<file path="config.mk">
export PLATFORM = sky130hd
export DESIGN_NAME = mode_switch_controller_flat
export DESIGN_NICKNAME = d
export VERILOG_FILES = /design/src/rtl/mode_switch_controller_if.sv /design/src/rtl/mode_switch_controller.sv /design/src/flat_wrapper.sv
export SDC_FILE = /design/constraint.sdc
export NUM_CORES = 1
export LEC_CHECK = 0
export CAP_MARGIN = 20
export CORE_MARGIN = 10
export CORE_UTILIZATION = 28
export DETAILED_ROUTE_END_ITERATION = 12
export PLACE_DENSITY = 0.45
export SETUP_SLACK_MARGIN = 0.5
export SLEW_MARGIN = 20
export SYNTH_ARGS = -nofsm -noshare
export SYNTH_HDL_FRONTEND = slang
export SYNTH_SLANG_ARGS = --single-unit
export TNS_END_PERCENT = 50
</file>
<file path="constraint.sdc">
create_clock -name sys_clk -period 4.3 [get_ports sys_clk]
set_input_delay 0.43 -clock sys_clk [delete_from_list [all_inputs] [get_ports sys_clk]]
set_output_delay 0.43 -clock sys_clk [all_outputs]
set_load 0.02 [all_outputs]
</file>
<file path="src/rtl/mode_switch_controller_if.sv">
// Command channel for mode_switch_controller.
// Ports: cmd_valid, cmd_mode (requester -> controller); cmd_ready, cmd_error (back).
interface mode_switch_controller_if #(
  parameter int MODE_WIDTH = 3
);
  logic                  cmd_valid;
  logic [MODE_WIDTH-1:0] cmd_mode;
  logic                  cmd_ready;
  logic                  cmd_error;

  modport master (
    output cmd_valid,
    output cmd_mode,
    input  cmd_ready,
    input  cmd_error
  );

  modport slave (
    input  cmd_valid,
    input  cmd_mode,
    output cmd_ready,
    output cmd_error
  );
endinterface

</file>
<file path="src/rtl/mode_switch_controller.sv">
// Mode change sequencer: arbitrates button/command requests and commits after bus quiet.
// Ports: sys_clk, sys_rst, btn_pulse, comm_active, cmd (slave), mode_select, mode_pending, mode_leds.
module mode_switch_controller #(
  parameter int MODE_WIDTH        = 3,
  parameter int QUIET_CYCLES      = 16,
  parameter int BLINK_HALF_PERIOD = 1_048_576
) (
  input  logic                    sys_clk,
  input  logic                    sys_rst,
  input  logic                    btn_pulse,
  input  logic                    comm_active,
  mode_switch_controller_if.slave cmd,
  output logic [MODE_WIDTH-1:0]   mode_select,
  output logic                    mode_pending,
  output logic [MODE_WIDTH-1:0]   mode_leds
);

  localparam int QW = $clog2(QUIET_CYCLES + 1);
  localparam int BW =
    (BLINK_HALF_PERIOD > 1) ? $clog2(BLINK_HALF_PERIOD) : 1;

  localparam logic [QW-1:0] QUIET_LAST =
    QW'(QUIET_CYCLES - 1);
  localparam logic [BW-1:0] BLINK_LAST =
    BW'(BLINK_HALF_PERIOD - 1);
  localparam logic [MODE_WIDTH-1:0] MODE_RST =
    MODE_WIDTH'(1);

  typedef enum logic [1:0] {
    IDLE,
    WAIT_QUIET,
    COMMIT
  } state_t;

  state_t                state;
  state_t                state_n;
  logic [MODE_WIDTH-1:0] target;
  logic [MODE_WIDTH-1:0] target_n;
  logic [QW-1:0]         quiet_cnt;
  logic [QW-1:0]         quiet_n;
  logic [MODE_WIDTH-1:0] sel_n;
  logic                  error_q;
  logic                  error_n;
  logic [BW-1:0]         blink_cnt;
  logic [BW-1:0]         blink_n;
  logic                  phase;
  logic                  phase_n;
  logic                  pending_n;
  logic [MODE_WIDTH-1:0] leds_n;
  logic                  enter_wait;
  logic                  cmd_accept;
  logic                  cmd_onehot;
  logic [MODE_WIDTH-1:0] sel_rot;
  logic [MODE_WIDTH-1:0] tgt_rot;

  function automatic logic [MODE_WIDTH-1:0] rotl(
    input logic [MODE_WIDTH-1:0] m
  );
    return {m[MODE_WIDTH-2:0], m[MODE_WIDTH-1]};
  endfunction

  function automatic logic onehot(
    input logic [MODE_WIDTH-1:0] m
  );
    return (m != '0) &&
      ((m & (m - MODE_WIDTH'(1))) == '0);
  endfunction

  assign cmd.cmd_ready = (state == IDLE);
  assign cmd.cmd_error = error_q;

  assign cmd_accept = cmd.cmd_valid && cmd.cmd_ready;
  assign cmd_onehot = onehot(cmd.cmd_mode);
  assign sel_rot    = rotl(mode_select);
  assign tgt_rot    = rotl(target);

  always_comb begin
    state_n    = state;
    target_n   = target;
    quiet_n    = quiet_cnt;
    sel_n      = mode_select;
    error_n    = 1'b0;
    enter_wait = 1'b0;
    unique case (state)
      IDLE: begin
        // a command of any kind shadows a same-cycle button press
        if (cmd_accept) begin
          if (!cmd_onehot) begin
            error_n = 1'b1;
          end else if (cmd.cmd_mode != mode_select) begin
            target_n   = cmd.cmd_mode;
            quiet_n    = '0;
            state_n    = WAIT_QUIET;
            enter_wait = 1'b1;
          end
        end else if (btn_pulse) begin
          target_n   = sel_rot;
          quiet_n    = '0;
          state_n    = WAIT_QUIET;
          enter_wait = 1'b1;
        end
      end
      WAIT_QUIET: begin
        if (btn_pulse) begin
          target_n = tgt_rot;
          quiet_n  = '0;
          if (tgt_rot == mode_select) begin
            state_n = IDLE;
          end
        end else if (comm_active) begin
          quiet_n = '0;
        end else begin
          quiet_n = quiet_cnt + QW'(1);
          if (quiet_cnt == QUIET_LAST) begin
            state_n = COMMIT;
          end
        end
      end
      COMMIT: begin
        sel_n   = target;
        state_n = IDLE;
      end
      default: begin
        state_n = IDLE;
      end
    endcase
  end

  // LEDs are computed from next-state values so they
  // change on the same edge as the pending flag.
  always_comb begin
    pending_n = (state_n != IDLE);
    blink_n   = '0;
    phase_n   = 1'b0;
    if (pending_n && !enter_wait) begin
      if (blink_cnt == BLINK_LAST) begin
        blink_n = '0;
        phase_n = ~phase;
      end else begin
        blink_n = blink_cnt + BW'(1);
        phase_n = phase;
      end
    end
    if (!pending_n) begin
      leds_n = sel_n;
    end else if (phase_n) begin
      leds_n = '0;
    end else begin
      leds_n = target_n;
    end
  end

  always_ff @(posedge sys_clk) begin
    if (sys_rst) begin
      state        <= IDLE;
      target       <= MODE_RST;
      quiet_cnt    <= '0;
      mode_select  <= MODE_RST;
      mode_pending <= 1'b0;
      mode_leds    <= MODE_RST;
      error_q      <= 1'b0;
      blink_cnt    <= '0;
      phase        <= 1'b0;
    end else begin
      state        <= state_n;
      target       <= target_n;
      quiet_cnt    <= quiet_n;
      mode_select  <= sel_n;
      mode_pending <= pending_n;
      mode_leds    <= leds_n;
      error_q      <= error_n;
      blink_cnt    <= blink_n;
      phase        <= phase_n;
    end
  end

endmodule

</file>
<file path="src/flat_wrapper.sv">
// flat-port wrapper written by rule: the top's interface ports become plain ports
module mode_switch_controller_flat 
#(
  parameter int MODE_WIDTH        = 3,
  parameter int QUIET_CYCLES      = 16,
  parameter int BLINK_HALF_PERIOD = 1_048_576
)
  (sys_clk, sys_rst, btn_pulse, comm_active, mode_select, mode_pending, mode_leds, cmd_cmd_valid, cmd_cmd_mode, cmd_cmd_ready, cmd_cmd_error);
  mode_switch_controller_if #(.MODE_WIDTH(MODE_WIDTH)) cmd_i ();
  input  logic sys_clk;
  input  logic sys_rst;
  input  logic btn_pulse;
  input  logic comm_active;
  output logic [MODE_WIDTH-1:0] mode_select;
  output logic mode_pending;
  output logic [MODE_WIDTH-1:0] mode_leds;
  input wire logic [$bits(cmd_i.cmd_valid)-1:0] cmd_cmd_valid;
  input wire logic [$bits(cmd_i.cmd_mode)-1:0] cmd_cmd_mode;
  output wire logic [$bits(cmd_i.cmd_ready)-1:0] cmd_cmd_ready;
  output wire logic [$bits(cmd_i.cmd_error)-1:0] cmd_cmd_error;
  assign cmd_i.cmd_valid = cmd_cmd_valid;
  assign cmd_i.cmd_mode = cmd_cmd_mode;
  assign cmd_cmd_ready = cmd_i.cmd_ready;
  assign cmd_cmd_error = cmd_i.cmd_error;
  mode_switch_controller #(.MODE_WIDTH(MODE_WIDTH), .QUIET_CYCLES(QUIET_CYCLES), .BLINK_HALF_PERIOD(BLINK_HALF_PERIOD)) u_core (.sys_clk(sys_clk), .sys_rst(sys_rst), .btn_pulse(btn_pulse), .comm_active(comm_active), .cmd(cmd_i), .mode_select(mode_select), .mode_pending(mode_pending), .mode_leds(mode_leds));
endmodule
</file>
# --- Word-level counts from Yosys, hierarchy flattened ---
# Index checks and enable logic that the tools add are counted.
op_classes:
  add_sub_neg: 3
  eq_ne: 9
  n_mux: 33
  bitwise_logic: 5
  n_reduce_logical: 12
op_table:
  columns: ["operator", "n"]
  rows:
  - ["$mux W5", 6]
  - ["$mux W3", 8]
  - ["$add A20 B1 Y20 const B", 1]
  - ["$eq A20 B20 Y1 const B", 1]
  - ["$mux W2", 8]
  - ["$pmux W5 S2", 1]
  - ["$ne A3 B3 Y1 const B", 3]
  - ["$mux W1", 8]
  - ["$pmux W3 S2", 1]
  - ["$reduce_or A3 Y1", 2]
  - ["$add A5 B1 Y5 const B", 1]
  - ["$eq A5 B4 Y1 const B", 1]
  - ["$not A1 Y1", 4]
  - ["$pmux W2 S2", 1]
  - ["$reduce_and A4 Y1", 1]
  - ["$reduce_bool A2 Y1", 2]
  - ["$and A3 B3 Y3", 1]
  - ["$eq A3 B3 Y1", 1]
  - ["$logic_and A1 B1 Y1", 3]
  - ["$logic_not A3 Y1", 1]
  - ["$ne A3 B3 Y1", 1]
  - ["$reduce_bool A3 Y1", 1]
  - ["$sub A3 B1 Y3 const B", 1]
  - ["$eq A2 B1 Y1 const B", 1]
  - ["other kinds (3)", 3]
totals:
  reg_bits: 39
  input_bits: 8
  out_inout_bits: 9
  wordCells: 71

# --- Depth between registers and ports, before layout ---
depth:
  ltp_word: 12
  depth_mapped: 7
  ltp_nobuf: 7

# --- Worst setup path after synthesis ---
# No wires, ideal clock.
synth_path:
  path_type: "flip-flop to flip-flop"
  startpoint: "register u_core.mode_select[0]"
  endpoint: "register u_core.mode_leds[0]"
  setup_ns: 0.135
  arrival_time_ns: 1.669
  required_time_ns: 4.165
  setup_slack_ns: 2.496
  stages_incl_launch_ff: 6
  path_buffers: 0
  period_less_slack_ns: 1.804
  path_cell_list: "dfxtp_1 -> or3b_1 -> o2bb2ai_1 -> a31oi_4 -> o32a_1 -> o221ai_1"
synth_between:
  elab_chain_len: 10
  word_cells_on_any_way: 23
  classes_between: "eq/ne (2); mux (18); reduce/logical (3)"
synth_rtl:
  columns: ["element", "line", "source"]
  rows:
  - ["start: declaration", "mode_switch_controller.sv:13", "output logic [MODE_WIDTH-1:0] mode_select,"]
  - ["start signal: assignment", "mode_switch_controller.sv:168", "mode_select <= sel_n;"]
  - ["$ne A3 B3 Y1", "mode_switch_controller.sv:90", "end else if (cmd.cmd_mode != mode_select) begin"]
  - ["$mux W2 or $mux W1 (tied branches)", "mode_switch_controller.sv:90", null]
  - ["$mux W2 or $mux W1 (tied branches)", "mode_switch_controller.sv:88", "if (!cmd_onehot) begin"]
  - ["$mux W2 or $mux W1 (tied branches)", "mode_switch_controller.sv:87", "if (cmd_accept) begin"]
  - ["$pmux W2 S2 or $mux W1 (tied branches)", "mode_switch_controller.sv:84", "unique case (state)"]
  - ["$reduce_bool A2 Y1 or $logic_not A1 Y1 (tied branches)", "mode_switch_controller.sv:132, mode_switch_controller.sv:135", null]
  - ["$logic_and A1 B1 Y1", "mode_switch_controller.sv:135", "if (pending_n && !enter_wait) begin"]
  - ["$mux W1", "mode_switch_controller.sv:135", null]
  - ["$mux W3", "mode_switch_controller.sv:146", "end else if (phase_n) begin"]
  - ["$mux W3 *", "mode_switch_controller.sv:144", "if (!pending_n) begin"]
  - ["end signal: assignment", "mode_switch_controller.sv:170", "mode_leds <= leds_n;"]
  - ["end: declaration", "mode_switch_controller.sv:15", "output logic [MODE_WIDTH-1:0] mode_leds"]
# Mark *: on every way between the ends. The rest lies on a longest branch, timed or not.
# A chain may end at the register's enable or synchronous reset.

# --- Worst setup path after layout ---
layout_path:
  startpoint: "register u_core.state[1]"
  endpoint: "output cmd_cmd_ready"
layout_between:
  elab_chain_len: 1
layout_rtl:
  columns: ["element", "line", "source"]
  rows:
  - ["start: declaration", "mode_switch_controller.sv:35", "state_t state;"]
  - ["start signal: assignment", "mode_switch_controller.sv:165", "state <= state_n;"]
  - ["$logic_not A2 Y1", "mode_switch_controller.sv:69", "assign cmd.cmd_ready = (state == IDLE);"]
  - ["end: declaration", "flat_wrapper.sv:19", "output wire logic [$bits(cmd_i.cmd_ready)-1:0] cmd_cmd_ready;"]
# No other way between the ends.

==> impl_metrics.json <==
{
  "cts_inserted_buffers": 5,
  "core.rowCount": 30,
  "cts_setup_buffers": 0,
  "crit_path_max_fanout": 13,
  "synth-compound-area-share": 0.167,
  "clk_path_buf_depth": 2,
  "max-slew-margin-rel": 0.572,
  "grt_pass1_vias": 1461,
  "viasPerCell": 4.77,
  "die_h_um": 103,
  "tightestPinTransition_ns": 0.642,
  "drt-pass1-iter-count": 4,
  "synth_mux_area_frac": 0.0206,
  "crit_path_frequent_cell": "inv_1",
  "area_growth_syn_to_layout_pct": 18.4,
  "syn_area_per_cell_um2": 8.81,
  "synth-seq-cells": 39,
  "fin_crit_ns": 2.39,
  "cts_tree": "built",
  "synth-edff-count": 0,
  "grt_pass1_wl_um": 7300,
  "status": "complete, no violations",
  "drtAntennaViolNets": 0,
  "vias": 1592,
  "drc": 0,
  "grt_max_degree": 19,
  "synth-xor-area-share": 0.0990,
  "worstPathArrival_ns": 1.96,
  "fillCellCount": 724,
  "dp_slack_ns": 1.87,
  "fp.dieArea_um2": 10700,
  "floorplan.initialDensity": 0.287,
  "setup_viol": 0,
  "synth_fa_ha_area_frac": 0.0193,
  "criticalPathCategory": "reg -> out",
  "yosysWarnings": 0,
  "tns_ns": 0,
  "ios": 17,
  "critPathSlowestCell": "dfxtp_1",
  "slew_viol_final": 0,
  "p_per_area_nw_per_um2": 335,
  "clk_pin_slew_ns": 0.08,
  "diodes": 0,
  "timing.reg2reg.setup_slack_ns": 2.25,
  "async_reset_ff_frac": 0,
  "hpwl_um": 3120,
  "hp-class": "reg -> reg",
  "cts_hold_buf": 0,
  "htree_levels": 2,
  "cp-end-kind": "output port",
  "grt.overflow.total": 0,
  "avgRoutedWirePerCell_um": 13.1,
  "synth_cell_types": 49,
  "clock.fmax_mhz": 419,
  "drtIter0Drc": 39,
  "placed_cells": 326,
  "coreArea_um2": 6790,
  "routed_wl_um": 4360,
  "rsz0062_at_grt": "no",
  "dieWidth_um": 103,
  "synthFlopType": "dfxtp_1",
  "netlist_instances": 221,
  "finalClockSkew_ns": 0.0113,
  "cts_resized": 0,
  "cap_viol_max_count": 0,
  "root_buffer": "clkbuf_8",
  "antenna_found_initial": 0,
  "leakagePower_nw": 0.780,
  "drive_gt1_frac": 0.0672,
  "crit_chain": "inv_1 > nand2_1 > inv_1 > clkdlybuf4s50_1",
  "cp.required_ns": 3.87,
  "place.gp.congestion": 0.766,
  "cp_slowest_stage_delay_ns": 0.59,
  "cts_sinks": 39,
  "fin_nets": 248,
  "port_buffers": 16,
  "power.total_uw": 772,
  "synth_nets": 232,
  "synth_top_family_by_area": "simple AND/OR/NAND/NOR gates",
  "finalCritPeriodShare": 0.556,
  "syn_area_um2": 1950,
  "hold_violations": 0,
  "postLayoutSetupSlackWorst_ns": 1.91,
  "grt_use_total": 0.0865,
  "clkLatencyLatePin_ns": 0.30,
  "startpoint_type": "flop",
  "holdWs_ns": 0.488,
  "finalNonFillerCells": 334,
  "seq_area_frac_synth": 0.401,
  "ir_worst_vdd_v": 0.000140,
  "synthSimpleGateAreaFrac": 0.254
}
flip-flops by register name, summed over array words and instances, names as in the netlist:
| signal | count |
|---|---|
| u_core.blink_cnt | 20 |
| u_core.quiet_cnt | 5 |
| u_core.mode_leds | 3 |
| u_core.mode_select | 3 |
| u_core.target | 3 |
| u_core.state | 2 |
| u_core.cmd.cmd_error | 1 |
| u_core.mode_pending | 1 |
| u_core.phase | 1 |
cell usage in the layout, fill, tap and decap left out, drive strengths merged, types with 5 or more instances in the layout:
cell type,n
clkbuf,5
nand4,5
nor2,35
dfxtp,39
nor2b,6
xnor2,8
nand3,12
nand2,15
xor2,14
inv,11
and3,7
clkdlybuf4s50,16
o21ai,5
final timing paths:
check,from,endpoint,cells after the start
worst min register to register,u_core.blink_cnt[0],u_core.blink_cnt[0],1
worst min-delay path,u_core.blink_cnt[0],u_core.blink_cnt[0],1
worst max-delay path,u_core.state[1],cmd_cmd_ready,4
worst max register to register,u_core.blink_cnt[0],u_core.blink_cnt[19],5
cell usage after synthesis (2+ instances only):
| cell | instances | area share |
|---|---|---|
| dfxtp_1 | 39 | 0.40 |
| nor2_1 | 34 | 0.066 |
| nand2_1 | 15 | 0.029 |
| xor2_1 | 14 | 0.063 |
| nand3_1 | 12 | 0.031 |
| inv_1 | 11 | 0.021 |
| xnor2_1 | 8 | 0.036 |
| and3_1 | 7 | 0.022 |
| nor2b_1 | 6 | 0.019 |
| nand4_1 | 5 | 0.016 |
| o21ai_0 | 5 | 0.013 |
| a211oi_1 | 4 | 0.015 |
| and4_1 | 4 | 0.018 |
| mux2i_1 | 4 | 0.021 |
| o32ai_1 | 4 | 0.018 |
| a21oi_1 | 3 | 0.0077 |
| a31oi_1 | 3 | 0.0096 |
| and3b_1 | 3 | 0.013 |
| buf_2 | 3 | 0.0077 |
| clkbuf_1 | 3 | 0.0058 |
| ha_1 | 3 | 0.019 |
| nand2b_1 | 3 | 0.0096 |
| a311oi_1 | 2 | 0.0090 |
power by group:
part / switching, mW / internal [mW]
sequential: 0.00981 / 0.369
clock: 0.138 / 0.173
combinational: 0.0470 / 0.0346
total: 0.195 / 0.577
final cells by class:
| type | instances | area [um2] | area share |
|---|---|---|---|
| Clock buffer | 5 | 68.8 | 0.0298 |
| Clock inverter | 3 | 43.8 | 0.0190 |
| Inverter | 11 | 41.3 | 0.0179 |
| Multi-Input combinational cell | 164 | 1090 | 0.473 |
| Sequential cell | 39 | 781 | 0.339 |
| Tap cell | 96 | 120 | 0.0521 |
| Timing Repair Buffer | 16 | 160 | 0.0695 |
worst max-delay path: cells and delay by family (launching register included):
family | cells | cell delay [ns]
buffers and inverters | 3 | 0.81
and+or+nand+nor | 1 | 0.26
DFF | 1 | 0.59
kinds of logic (layout without fill, tap and decap cells):
kind of cell | after synthesis | after routing
flip-flops | 39 | 39
buffers and inverters | 18 | 35
XOR/XNOR | 22 | 22
AO/OA/AOI/OAI | 38 | 38
adder cells (fa/ha/maj) | 3 | 3
multiplexers | 4 | 4
AND/OR/NAND/NOR | 97 | 97
metal layers:
metal  vias up  wire length (um)  part of all wire  GRT usage
li1        814                 -                 -          -
met1       739              2060              0.47      0.109
met2        30              1990              0.46      0.133
met3         9               243             0.056     0.0299
met4         0                67             0.015     0.0321
met5         -                 0                 0          0
per-stage QoR:
stage | instance area (um2) | utilization
floorplan | 1950 | -
global placement | 2190 | 0.323
detailed placement | 2190 | 0.323
CTS | 2310 | 0.339
global route | 2310 | 0.339
finish | 2310 | 0.339
Power figures use the tool's default switching activity.
